===== config.mk =====
export PLATFORM = sky130hd
export DESIGN_NAME = uart_rcv_cfg
export DESIGN_NICKNAME = d
export VERILOG_FILES = /design/src/rtl/uart_rcv_cfg.sv
export SDC_FILE = /design/constraint.sdc
export NUM_CORES = 1
export LEC_CHECK = 0
export ABC_AREA = 1
export BUFFER_PORTS_ARGS = -buffer_cell sky130_fd_sc_hd__buf_2
export CAP_MARGIN = 20
export CORE_ASPECT_RATIO = 1.5
export CORE_UTILIZATION = 55
export CTS_CLUSTER_SIZE = 12
export DETAILED_ROUTE_END_ITERATION = 10
export PLACE_DENSITY = 0.74
export SETUP_SLACK_MARGIN = 0.1
export SYNTH_ARGS = -nofsm -noshare
export SYNTH_HDL_FRONTEND = slang
export SYNTH_SLANG_ARGS = --single-unit

===== constraint.sdc =====
create_clock -name clk -period 3.05 [get_ports clk]
set_input_delay 0.1525 -clock clk [delete_from_list [all_inputs] [get_ports clk]]
set_output_delay 0.1525 -clock clk [all_outputs]
set_load 0.05 [all_outputs]

===== src/rtl/uart_rcv_cfg.sv =====
// uart_rcv_cfg - configurable UART receiver (start, DATA_BITS data LSB first,
// optional even/odd parity, 1 or 2 stop bits).
//
// Ports:
//   clk        system clock
//   rst        synchronous active-high reset
//   RX         asynchronous serial input, idle high
//   clr_rx_rdy consumer pulse: clears rx_rdy, frame_err, parity_err, overrun
//   rx_rdy     a completed frame is held in rx_data
//   rx_data    last received word, LSB = first bit on the wire
//   frame_err  a stop bit of the held frame sampled low
//   parity_err parity mismatch on the held frame (0 when PARITY = 0)
//   overrun    a frame completed while rx_rdy was still high
//
// Build option: define UART_RCV_MAJORITY_EN to take every bit sample as the
// 2-of-3 majority of the last three synchronised RX values.
module uart_rcv_cfg #(
  parameter int CLK_PER_BAUD = 2604,
  parameter int DATA_BITS    = 8,
  parameter int PARITY       = 0,
  parameter int STOP_BITS    = 1
) (
  input  logic                 clk,
  input  logic                 rst,
  input  logic                 RX,
  input  logic                 clr_rx_rdy,
  output logic                 rx_rdy,
  output logic [DATA_BITS-1:0] rx_data,
  output logic                 frame_err,
  output logic                 parity_err,
  output logic                 overrun
);

  localparam int CW   = $clog2(CLK_PER_BAUD);
  localparam int BW   = $clog2(DATA_BITS + 1);
  localparam int HALF = CLK_PER_BAUD / 2;
  localparam logic [CW-1:0] HALF_TERM = CW'(HALF - 1);
  localparam logic [CW-1:0] FULL_TERM = CW'(CLK_PER_BAUD - 1);

  typedef enum logic [2:0] {S_IDLE, S_START, S_DATA, S_PARITY, S_STOP} state_t;

  state_t               state_reg, state_next;
  logic                 rx_meta_reg, rxs_reg, rxs_d1_reg;
  logic [CW-1:0]        baud_cnt_reg, baud_cnt_next;
  logic [BW-1:0]        bit_cnt_reg, bit_cnt_next;
  logic [1:0]           stop_cnt_reg, stop_cnt_next;
  logic [DATA_BITS-1:0] shift_reg, shift_next;
  logic                 par_bit_reg, par_bit_next;
  logic                 stop_ok_reg, stop_ok_next;
  logic                 rx_rdy_reg, rx_rdy_next;
  logic [DATA_BITS-1:0] rx_data_reg, rx_data_next;
  logic                 frame_err_reg, frame_err_next;
  logic                 parity_err_reg, parity_err_next;
  logic                 overrun_reg, overrun_next;
  logic                 sample_bit, baud_tick, fall, done, par_calc;

  // Two-flop synchroniser plus one extra delayed copy used for edge detect.
  always_ff @(posedge clk) begin
    if (rst) begin
      rx_meta_reg <= 1'b1;
      rxs_reg     <= 1'b1;
      rxs_d1_reg  <= 1'b1;
    end else begin
      rx_meta_reg <= RX;
      rxs_reg     <= rx_meta_reg;
      rxs_d1_reg  <= rxs_reg;
    end
  end

`ifdef UART_RCV_MAJORITY_EN
  logic rxs_d2_reg;
  always_ff @(posedge clk) begin
    if (rst) rxs_d2_reg <= 1'b1;
    else     rxs_d2_reg <= rxs_d1_reg;
  end
  // A single-clock spike on the line cannot outvote its two neighbours.
  assign sample_bit = (rxs_reg & rxs_d1_reg) | (rxs_reg & rxs_d2_reg) |
                      (rxs_d1_reg & rxs_d2_reg);
`else
  assign sample_bit = rxs_reg;
`endif

  assign fall      = rxs_d1_reg & ~rxs_reg;
  // START waits only half a bit so every later sample lands mid-bit.
  assign baud_tick = (state_reg == S_START) ? (baud_cnt_reg == HALF_TERM)
                                            : (baud_cnt_reg == FULL_TERM);
  assign par_calc  = ^{shift_reg, par_bit_reg};

  always_comb begin
    state_next    = state_reg;
    baud_cnt_next = baud_tick ? '0 : baud_cnt_reg + CW'(1);
    bit_cnt_next  = bit_cnt_reg;
    stop_cnt_next = stop_cnt_reg;
    shift_next    = shift_reg;
    par_bit_next  = par_bit_reg;
    stop_ok_next  = stop_ok_reg;
    done          = 1'b0;
    case (state_reg)
      S_IDLE: begin
        baud_cnt_next = '0;
        if (fall) begin
          bit_cnt_next  = '0;
          stop_cnt_next = '0;
          stop_ok_next  = 1'b1;
          state_next    = S_START;
        end
      end
      S_START: begin
        if (baud_tick) state_next = sample_bit ? S_IDLE : S_DATA;
      end
      S_DATA: begin
        if (baud_tick) begin
          shift_next   = {sample_bit, shift_reg[DATA_BITS-1:1]};
          bit_cnt_next = bit_cnt_reg + BW'(1);
          if (bit_cnt_reg == BW'(DATA_BITS - 1))
            state_next = (PARITY != 0) ? S_PARITY : S_STOP;
        end
      end
      S_PARITY: begin
        if (baud_tick) begin
          par_bit_next = sample_bit;
          state_next   = S_STOP;
        end
      end
      S_STOP: begin
        if (baud_tick) begin
          stop_ok_next  = stop_ok_reg & sample_bit;
          stop_cnt_next = stop_cnt_reg + 2'd1;
          // Finish at mid-stop so a directly following start edge is seen.
          if (stop_cnt_reg == 2'(STOP_BITS - 1)) begin
            done       = 1'b1;
            state_next = S_IDLE;
          end
        end
      end
      default: state_next = S_IDLE;
    endcase
  end

  // Consumer-visible result registers; a completing frame beats a clear.
  always_comb begin
    rx_rdy_next     = rx_rdy_reg;
    rx_data_next    = rx_data_reg;
    frame_err_next  = frame_err_reg;
    parity_err_next = parity_err_reg;
    overrun_next    = overrun_reg;
    if (done) begin
      rx_rdy_next     = 1'b1;
      rx_data_next    = shift_reg;
      frame_err_next  = ~stop_ok_next;
      parity_err_next = (PARITY != 0) && (par_calc != (PARITY == 2));
      if (clr_rx_rdy)      overrun_next = 1'b0;
      else if (rx_rdy_reg) overrun_next = 1'b1;
    end else if (clr_rx_rdy) begin
      rx_rdy_next     = 1'b0;
      frame_err_next  = 1'b0;
      parity_err_next = 1'b0;
      overrun_next    = 1'b0;
    end
  end

  always_ff @(posedge clk) begin
    if (rst) begin
      state_reg      <= S_IDLE;
      baud_cnt_reg   <= '0;
      bit_cnt_reg    <= '0;
      stop_cnt_reg   <= '0;
      shift_reg      <= '0;
      par_bit_reg    <= 1'b0;
      stop_ok_reg    <= 1'b0;
      rx_rdy_reg     <= 1'b0;
      rx_data_reg    <= '0;
      frame_err_reg  <= 1'b0;
      parity_err_reg <= 1'b0;
      overrun_reg    <= 1'b0;
    end else begin
      state_reg      <= state_next;
      baud_cnt_reg   <= baud_cnt_next;
      bit_cnt_reg    <= bit_cnt_next;
      stop_cnt_reg   <= stop_cnt_next;
      shift_reg      <= shift_next;
      par_bit_reg    <= par_bit_next;
      stop_ok_reg    <= stop_ok_next;
      rx_rdy_reg     <= rx_rdy_next;
      rx_data_reg    <= rx_data_next;
      frame_err_reg  <= frame_err_next;
      parity_err_reg <= parity_err_next;
      overrun_reg    <= overrun_next;
    end
  end

  assign rx_rdy     = rx_rdy_reg;
  assign rx_data    = rx_data_reg;
  assign frame_err  = frame_err_reg;
  assign parity_err = parity_err_reg;
  assign overrun    = overrun_reg;

endmodule


==> results of run 1 <==
[power groups by stage]
stage	Clock, mW	Combinational [mW]	Sequential, mW
global placement	0	0.222	0.627
global route	0.376	0.249	0.618
finish	0.345	0.225	0.614
detailed placement	0	0.225	0.627
floorplan	0	0.192	0.624
CTS	0.355	0.226	0.614
[critical path: stages, from the launching register on]
cell and delay, ns:
sky130_fd_sc_hd__dfxtp_1 0.42, sky130_fd_sc_hd__nand3_2 0.11, sky130_fd_sc_hd__nand3_1 0.09, sky130_fd_sc_hd__nand2_2 0.11, sky130_fd_sc_hd__nand3_2 0.12, sky130_fd_sc_hd__nand3_1 0.33
sky130_fd_sc_hd__o21bai_1 0.31, sky130_fd_sc_hd__a21oi_1 0.12
[cells by family (layout without fill, tap and decap cells)]
group,after synthesis,count (layout)
buffers and inverters,35,51
adders and majority gates,3,3
AOI/OAI and AO/OA,39,39
DFF,44,44
and+or+nand+nor,128,128
other,1,1
xor gates and xnor gates,5,5
[area by class of cell]
| cell class | instances | area (µm²) | area share |
|---|---|---|---|
| flip-flops and latches | 44 | 881 | 0.409 |
| multi-input cells | 176 | 955 | 0.443 |
| inverters | 30 | 114 | 0.0529 |
| repair buffers | 14 | 70.1 | 0.0325 |
| well taps | 42 | 52.6 | 0.0244 |
| clock buffers | 5 | 68.8 | 0.0320 |
| clock inverters | 2 | 12.5 | 0.00581 |
[per-stage QoR]
stage / setup WS, ns / util / area [µm²]
floorplan: 1.59 / - / 1970
global placement: 1.35 / 0.607 / 2070
detailed placement: 1.31 / 0.607 / 2070
CTS: 1.35 / 0.630 / 2150
global route: 1.22 / 0.630 / 2150
finish: 1.38 / 0.630 / 2150
[worst max-delay path by stage]
stage                            end  cells past startpoint            start  slack (ns)
finish              baud_cnt_reg[10]                      7     state_reg[0]        1.38
global route        baud_cnt_reg[10]                      7     state_reg[0]        1.22
CTS                 baud_cnt_reg[10]                      7     state_reg[0]        1.35
detailed placement  baud_cnt_reg[10]                      5              rst        1.31
global placement    baud_cnt_reg[10]                      5              rst        1.35
floorplan           baud_cnt_reg[10]                      7  baud_cnt_reg[1]        1.59
[routing by layer]
metal,share of wire,GRT usage,up-vias
li1,-,-,840
met1,0.41,0.201,727
met2,0.54,0.399,14
met3,0.023,0.0539,9
met4,0.029,0.117,0
met5,0,0,-
[layout by cell type, fill, tap and decap left out, types with 5 or more instances in the layout]
cell	count
sky130_fd_sc_hd__nor2_1	47
sky130_fd_sc_hd__buf_2	14
sky130_fd_sc_hd__a21oi_1	14
sky130_fd_sc_hd__o21ai_0	13
sky130_fd_sc_hd__clkbuf_8	5
sky130_fd_sc_hd__nand2_2	5
sky130_fd_sc_hd__dfxtp_1	44
sky130_fd_sc_hd__nand3_1	14
sky130_fd_sc_hd__inv_1	24
sky130_fd_sc_hd__o21ai_1	5
sky130_fd_sc_hd__nand2_1	36
==> results_dict.tcl, run 1 <==
set metrics [dict create \
    share_clk_of_total_power 0.291 \
    cts.root.buffer_cell "sky130_fd_sc_hd__clkbuf_8" \
    worst_hold_slack_ns 0.0438 \
    die_area_mm2 0.00384 \
    fin_crit_sh 0.549 \
    area_growth_pct 9.13 \
    largest_register_ff_count 12 \
    worstSkewPairLatency_ns 0.30 \
    hold-path-cell-count 2 \
    complex_gate_fraction_of_the_synthesized_area 0.109 \
    warnings_synthesis 0 \
    netlist_top_cells_count "47 x sky130_fd_sc_hd__nor2_1, 44 x sky130_fd_sc_hd__dfxtp_1, 36 x sky130_fd_sc_hd__nand2_1" \
    synth_area_mm2 0.00197 \
    tns_ns 0 \
    synth_cell_types 35 \
    grt_pass1_vias 1436 \
    timing.max_slew.rel_slack 0.626 \
    synth_top_family_by_area "simple AND/OR/NAND/NOR gates" \
    endpoint_class_of_the_critical_path "flip-flop" \
    swShare 0.310 \
    layoutNonFillerInstCount 313 \
    ir_worst_vdd_v 0.000416 \
    max_slew_violation_count 0 \
    final-hold-violation-count 0 \
    max_freq_mhz 598 \
    timing.setup.critical_path_class "reg -> reg" \
    row_count 26 \
    most_common_flop_cell_mapped_by_yosys "sky130_fd_sc_hd__dfxtp_1" \
    antenna-diode-count 0 \
    netlist_top_cells_area "sky130_fd_sc_hd__dfxtp_1 45%, sky130_fd_sc_hd__nor2_1 8.9%, sky130_fd_sc_hd__nand2_1 6.8%" \
    timing_worst_slew_pin_value_ns 0.560 \
    port_buffers 14 \
    syn-instance-count 255 \
    synth-edff-count 0 \
    floorplan.die.width_um 50.9 \
    ctsHoldBuffers 0 \
    synthSimpleGateAreaFrac 0.332 \
    floorplan.initialDensity 0.578 \
    wl_per_cell_um 11.6 \
    num_ports 16 \
    maxCapViolCount 0 \
    core_area_mm2 0.00342 \
    most_used_standard_cell_by_instance_count_after_synthesis "sky130_fd_sc_hd__nor2_1" \
    drive_gt1_frac 0.203 \
    min_period_ns 1.67 \
    min-delay-start "RX" \
    tritoncts.num_buffers 5 \
    setup_viol 0 \
    detail_route.vias_per_cell 5.08 \
    total_power_mw 1.18 \
    route.antenna.remaining_nets 0 \
    clockBufferDepth 2 \
    placed_cells 306 \
    post_synthesis_xor_xnor_area_fraction 0.0222 \
    grt_pass1_wl_mm 5.91 \
    avgSynthCellArea_um2 7.74 \
    die_h_um 75.4 \
    p_int_uw 817 \
    drt_wl_total_mm 3.64 \
    cts.repair_timing.setup_buffer_count 0 \
    antenna_found_initial 0 \
    htreeDepth 2 \
    synth_mux_area_frac 0 \
    drt_pre_antenna_iters 4 \
    clock_tree_from_tritoncts "yes" \
    pwr-share-comb 0.190 \
    globalplace.congestion 0.841 \
    switchingPower_uw 367 \
    fillCellCount 321 \
    yosys_register_bits 44 \
    grt_overflow 0 \
    holdCritPathClass "in -> reg" \
    nets_finish 278 \
    drc 0 \
    timing.critical_path.from_type "flip-flop" \
    syn-num-nets 262 \
    total_leakage_power_nw 0.927 \
    largest_net_degree_at_the_start_of_global_routing 24 \
    required_ns 3.28 \
    power_frac_seq 0.518 \
    r2r_slack_ns 1.38 \
    crit_path_dat_ns 1.91 \
    post-synth-top-area-fraction 0.446 \
    rr_worst_depth 7 \
    synth_top_area_cell "sky130_fd_sc_hd__dfxtp_1" \
    synthAdderAreaFrac 0.0190 \
    timing.rr.start "state_reg[0]" \
    postCtsResizedCells 0 \
    vias 1590 \
    ys_async_sr_fraction 0 \
    drt_iter0_drc 47 \
    sequential_element_share_of_the_synthesized_area 0.446 \
    final.setup_skew_ns 0.00529 \
    result_of_the_run "complete, no violations" \
    crit_path_max_fanout 12 \
    grt_use_total 0.209 \
    worstReg2RegEnd "baud_cnt_reg[10]" \
    powerDensity_mw_per_mm2 550 \
    cts.sink_count 44 \
    worst_hold_path.endpoint "rx_meta_reg" \
    hpwl_mm 2.76 \
    clk_transition_reported_paths_ns 0.08 \
    rsz_0062_raised_after_global_routing "no" \
]
(Power assumes the default switching activity.)
==> run 2: changes to the inputs <==
- ABC_AREA: 1 -> 0
- CORE_UTILIZATION: 55 -> 53
- PLACE_DENSITY: 0.74 -> 0.75
- clock period: 3.05 -> 1.45 ns (I/O delays scaled with it)
==> run 2 against run 1 <==
  * The flow now finishes with violations (negative setup slack)
  * Clock skew up 0.0038 ns
  * Utilization is 12 points higher
  * Worst setup slack worse by 1.7 ns
  * Flip-flop and latch count stayed put
  * Total power increased by 95%
  * Largest cell class unchanged
==> results_dict.tcl, run 2 <==
set metrics [dict create \
    htreeDepth 2 \
    largest_register_ff_count 12 \
    holdCritPathClass "in -> reg" \
    largest_net_degree_at_the_start_of_global_routing 34 \
    timing.critical_path.from_type "flip-flop" \
    maxCapViolCount 0 \
    nets_finish 258 \
    vias 1653 \
    total_leakage_power_nw 1.13 \
    floorplan.initialDensity 0.569 \
    grt_pass1_wl_mm 7.00 \
    floorplan.die.width_um 51.9 \
    setup_viol 40 \
    rsz_0062_raised_after_global_routing "yes" \
    drive_gt1_frac 0.377 \
    most_common_flop_cell_mapped_by_yosys "sky130_fd_sc_hd__dfxtp_1" \
    die_area_mm2 0.00399 \
    final-hold-violation-count 0 \
    port_buffers 14 \
    netlist_top_cells_count "44 x sky130_fd_sc_hd__dfxtp_1, 19 x sky130_fd_sc_hd__nand2b_1, 18 x sky130_fd_sc_hd__mux2i_1" \
    syn-num-nets 210 \
    cts.sink_count 44 \
    result_of_the_run "finished with violations" \
    sequential_element_share_of_the_synthesized_area 0.445 \
    drt_wl_total_mm 4.80 \
    ir_worst_vdd_v 0.000838 \
    synth-edff-count 0 \
    crit_path_max_fanout 4 \
    min_period_ns 1.74 \
    area_growth_pct 32.6 \
    worst_setup_slack_after_placement_ns -0.301 \
    synth_cell_types 43 \
    avgSynthCellArea_um2 9.75 \
    max_slew_violation_count 0 \
    grt_overflow 0 \
    required_ns 1.65 \
    worstSkewPairLatency_ns 0.30 \
    drt_pre_antenna_iters 4 \
    antenna-diode-count 0 \
    tns_ns -8.99 \
    crit_path_dat_ns 1.94 \
    violations "negative setup slack" \
    placed_cells 278 \
    wl_per_cell_um 16.3 \
    timing.setup.critical_path_class "reg -> reg" \
    num_ports 16 \
    drt_iter0_drc 60 \
    r2r_slack_ns -0.29 \
    cts.root.buffer_cell "sky130_fd_sc_hd__clkbuf_8" \
    ys_async_sr_fraction 0 \
    yosys_register_bits 44 \
    grt_use_total 0.233 \
    antenna_found_initial 0 \
    clockBufferDepth 2 \
    netlist_top_cells_area "sky130_fd_sc_hd__dfxtp_1 45%, sky130_fd_sc_hd__mux2i_1 9.1%, sky130_fd_sc_hd__nand2b_1 6.0%" \
    most_used_standard_cell_by_instance_count_after_synthesis "sky130_fd_sc_hd__dfxtp_1" \
    final.setup_skew_ns 0.00914 \
    grt_pass1_vias 1638 \
    die_h_um 76.8 \
    fin_crit_sh 1.20 \
    mostFrequentLayoutCell "sky130_fd_sc_hd__dfxtp_1" \
    max_freq_mhz 575 \
    hpwl_mm 3.10 \
    fillCellCount 233 \
    drc 0 \
    globalplace.congestion 0.811 \
    post-synth-top-area-fraction 0.445 \
    endpoint_class_of_the_critical_path "flip-flop" \
    route.antenna.remaining_nets 0 \
    final.setup.worst_slack_ns -0.289 \
    clk_transition_reported_paths_ns 0.09 \
    most-common-layout-cells "40 x sky130_fd_sc_hd__dfxtp_1, 30 x sky130_fd_sc_hd__buf_4, 19 x sky130_fd_sc_hd__nand2b_1" \
    synth_top_area_cell "sky130_fd_sc_hd__dfxtp_1" \
    layoutNonFillerInstCount 294 \
    syn-instance-count 203 \
    warnings_synthesis 0 \
    powerDensity_mw_per_mm2 880 \
    synth_area_mm2 0.00198 \
    clock_tree_from_tritoncts "yes" \
    detail_route.vias_per_cell 5.62 \
    tritoncts.num_buffers 5 \
    row_count 26 \
    core_area_mm2 0.00348 \
    worst_hold_slack_ns 0.0832 \
]
[run 2: timing repair]
item,4_1_cts,5_1_grt
hold buffers,1,0
gates resized for setup,6,29
cloned,0,1
setup endpoints to repair,40,41
pin swaps,8,7
setup buffers,1,5
hold endpoints to repair,1,0
[run 2: path summary, 6_finish.rpt]
kind | start | endpoint | cells past startpoint
worst max-delay path | state_reg[1] | stop_cnt_reg[0] | 5
worst min-delay path | clr_rx_rdy | rx_rdy | 3
worst min register to register | rx_meta_reg | rxs_reg | 1
worst max register to register | state_reg[1] | stop_cnt_reg[0] | 5
[run 2: layer usage]
| metal | wire (µm) | track usage | share of wire | vias to the layer above |
|---|---|---|---|---|
| li1 | - | - | - | 805 |
| met2 | 2650 | 0.432 | 0.55 | 29 |
| met1 | 1830 | 0.228 | 0.38 | 803 |
| met5 | 0 | 0 | 0 | - |
| met4 | 187 | 0.124 | 0.039 | 0 |
| met3 | 135 | 0.0417 | 0.028 | 16 |
[run 2: logic make-up (layout without fill, tap and decap cells)]
group,after synthesis,count (layout),share of synthesized area
and+or+nand+nor,86,86,0.260
DFF,44,44,0.445
AOI/OAI and AO/OA,24,24,0.0828
muxes,20,20,0.102
buffers and inverters,15,64,0.0449
xor gates and xnor gates,10,10,0.0443
adders and majority gates,3,3,0.0190
other,1,1,0.00189
[run 2: through the flow]
step	power (mW)	area (µm²)	utilization
floorplan	1.31	2030	-
global placement	1.33	2300	0.660
detailed placement	1.33	2300	0.660
CTS	2.31	2470	0.708
global route	2.39	2630	0.754
finish	2.31	2630	0.754
[run 2: report_power, final]
group          switching [mW]  leakage (nW)  internal [mW]
logic                  0.0558         0.707         0.0436
registers             0.00446         0.357           1.21
clock network           0.429        0.0614          0.563
[run 2: layout make-up]
| cell class | instances | area (µm²) | share of cell area |
|---|---|---|---|
| Tap cell | 42 | 52.6 | 0.0200 |
| Inverter | 4 | 15.0 | 0.00572 |
| Clock buffer | 6 | 82.6 | 0.0315 |
| Clock inverter | 2 | 38.8 | 0.0148 |
| Sequential cell | 44 | 886 | 0.337 |
| Timing Repair Buffer | 52 | 388 | 0.148 |
| Multi-Input combinational cell | 144 | 1160 | 0.443 |
[run 2: worst max-delay path, stage by stage (launching register included)]
cell	delay, ns
sky130_fd_sc_hd__dfxtp_2	0.32
sky130_fd_sc_hd__or3b_4	0.42
sky130_fd_sc_hd__nor4b_4	0.24
sky130_fd_sc_hd__buf_4	0.19
sky130_fd_sc_hd__o2111ai_4	0.14
sky130_fd_sc_hd__mux2_4	0.32
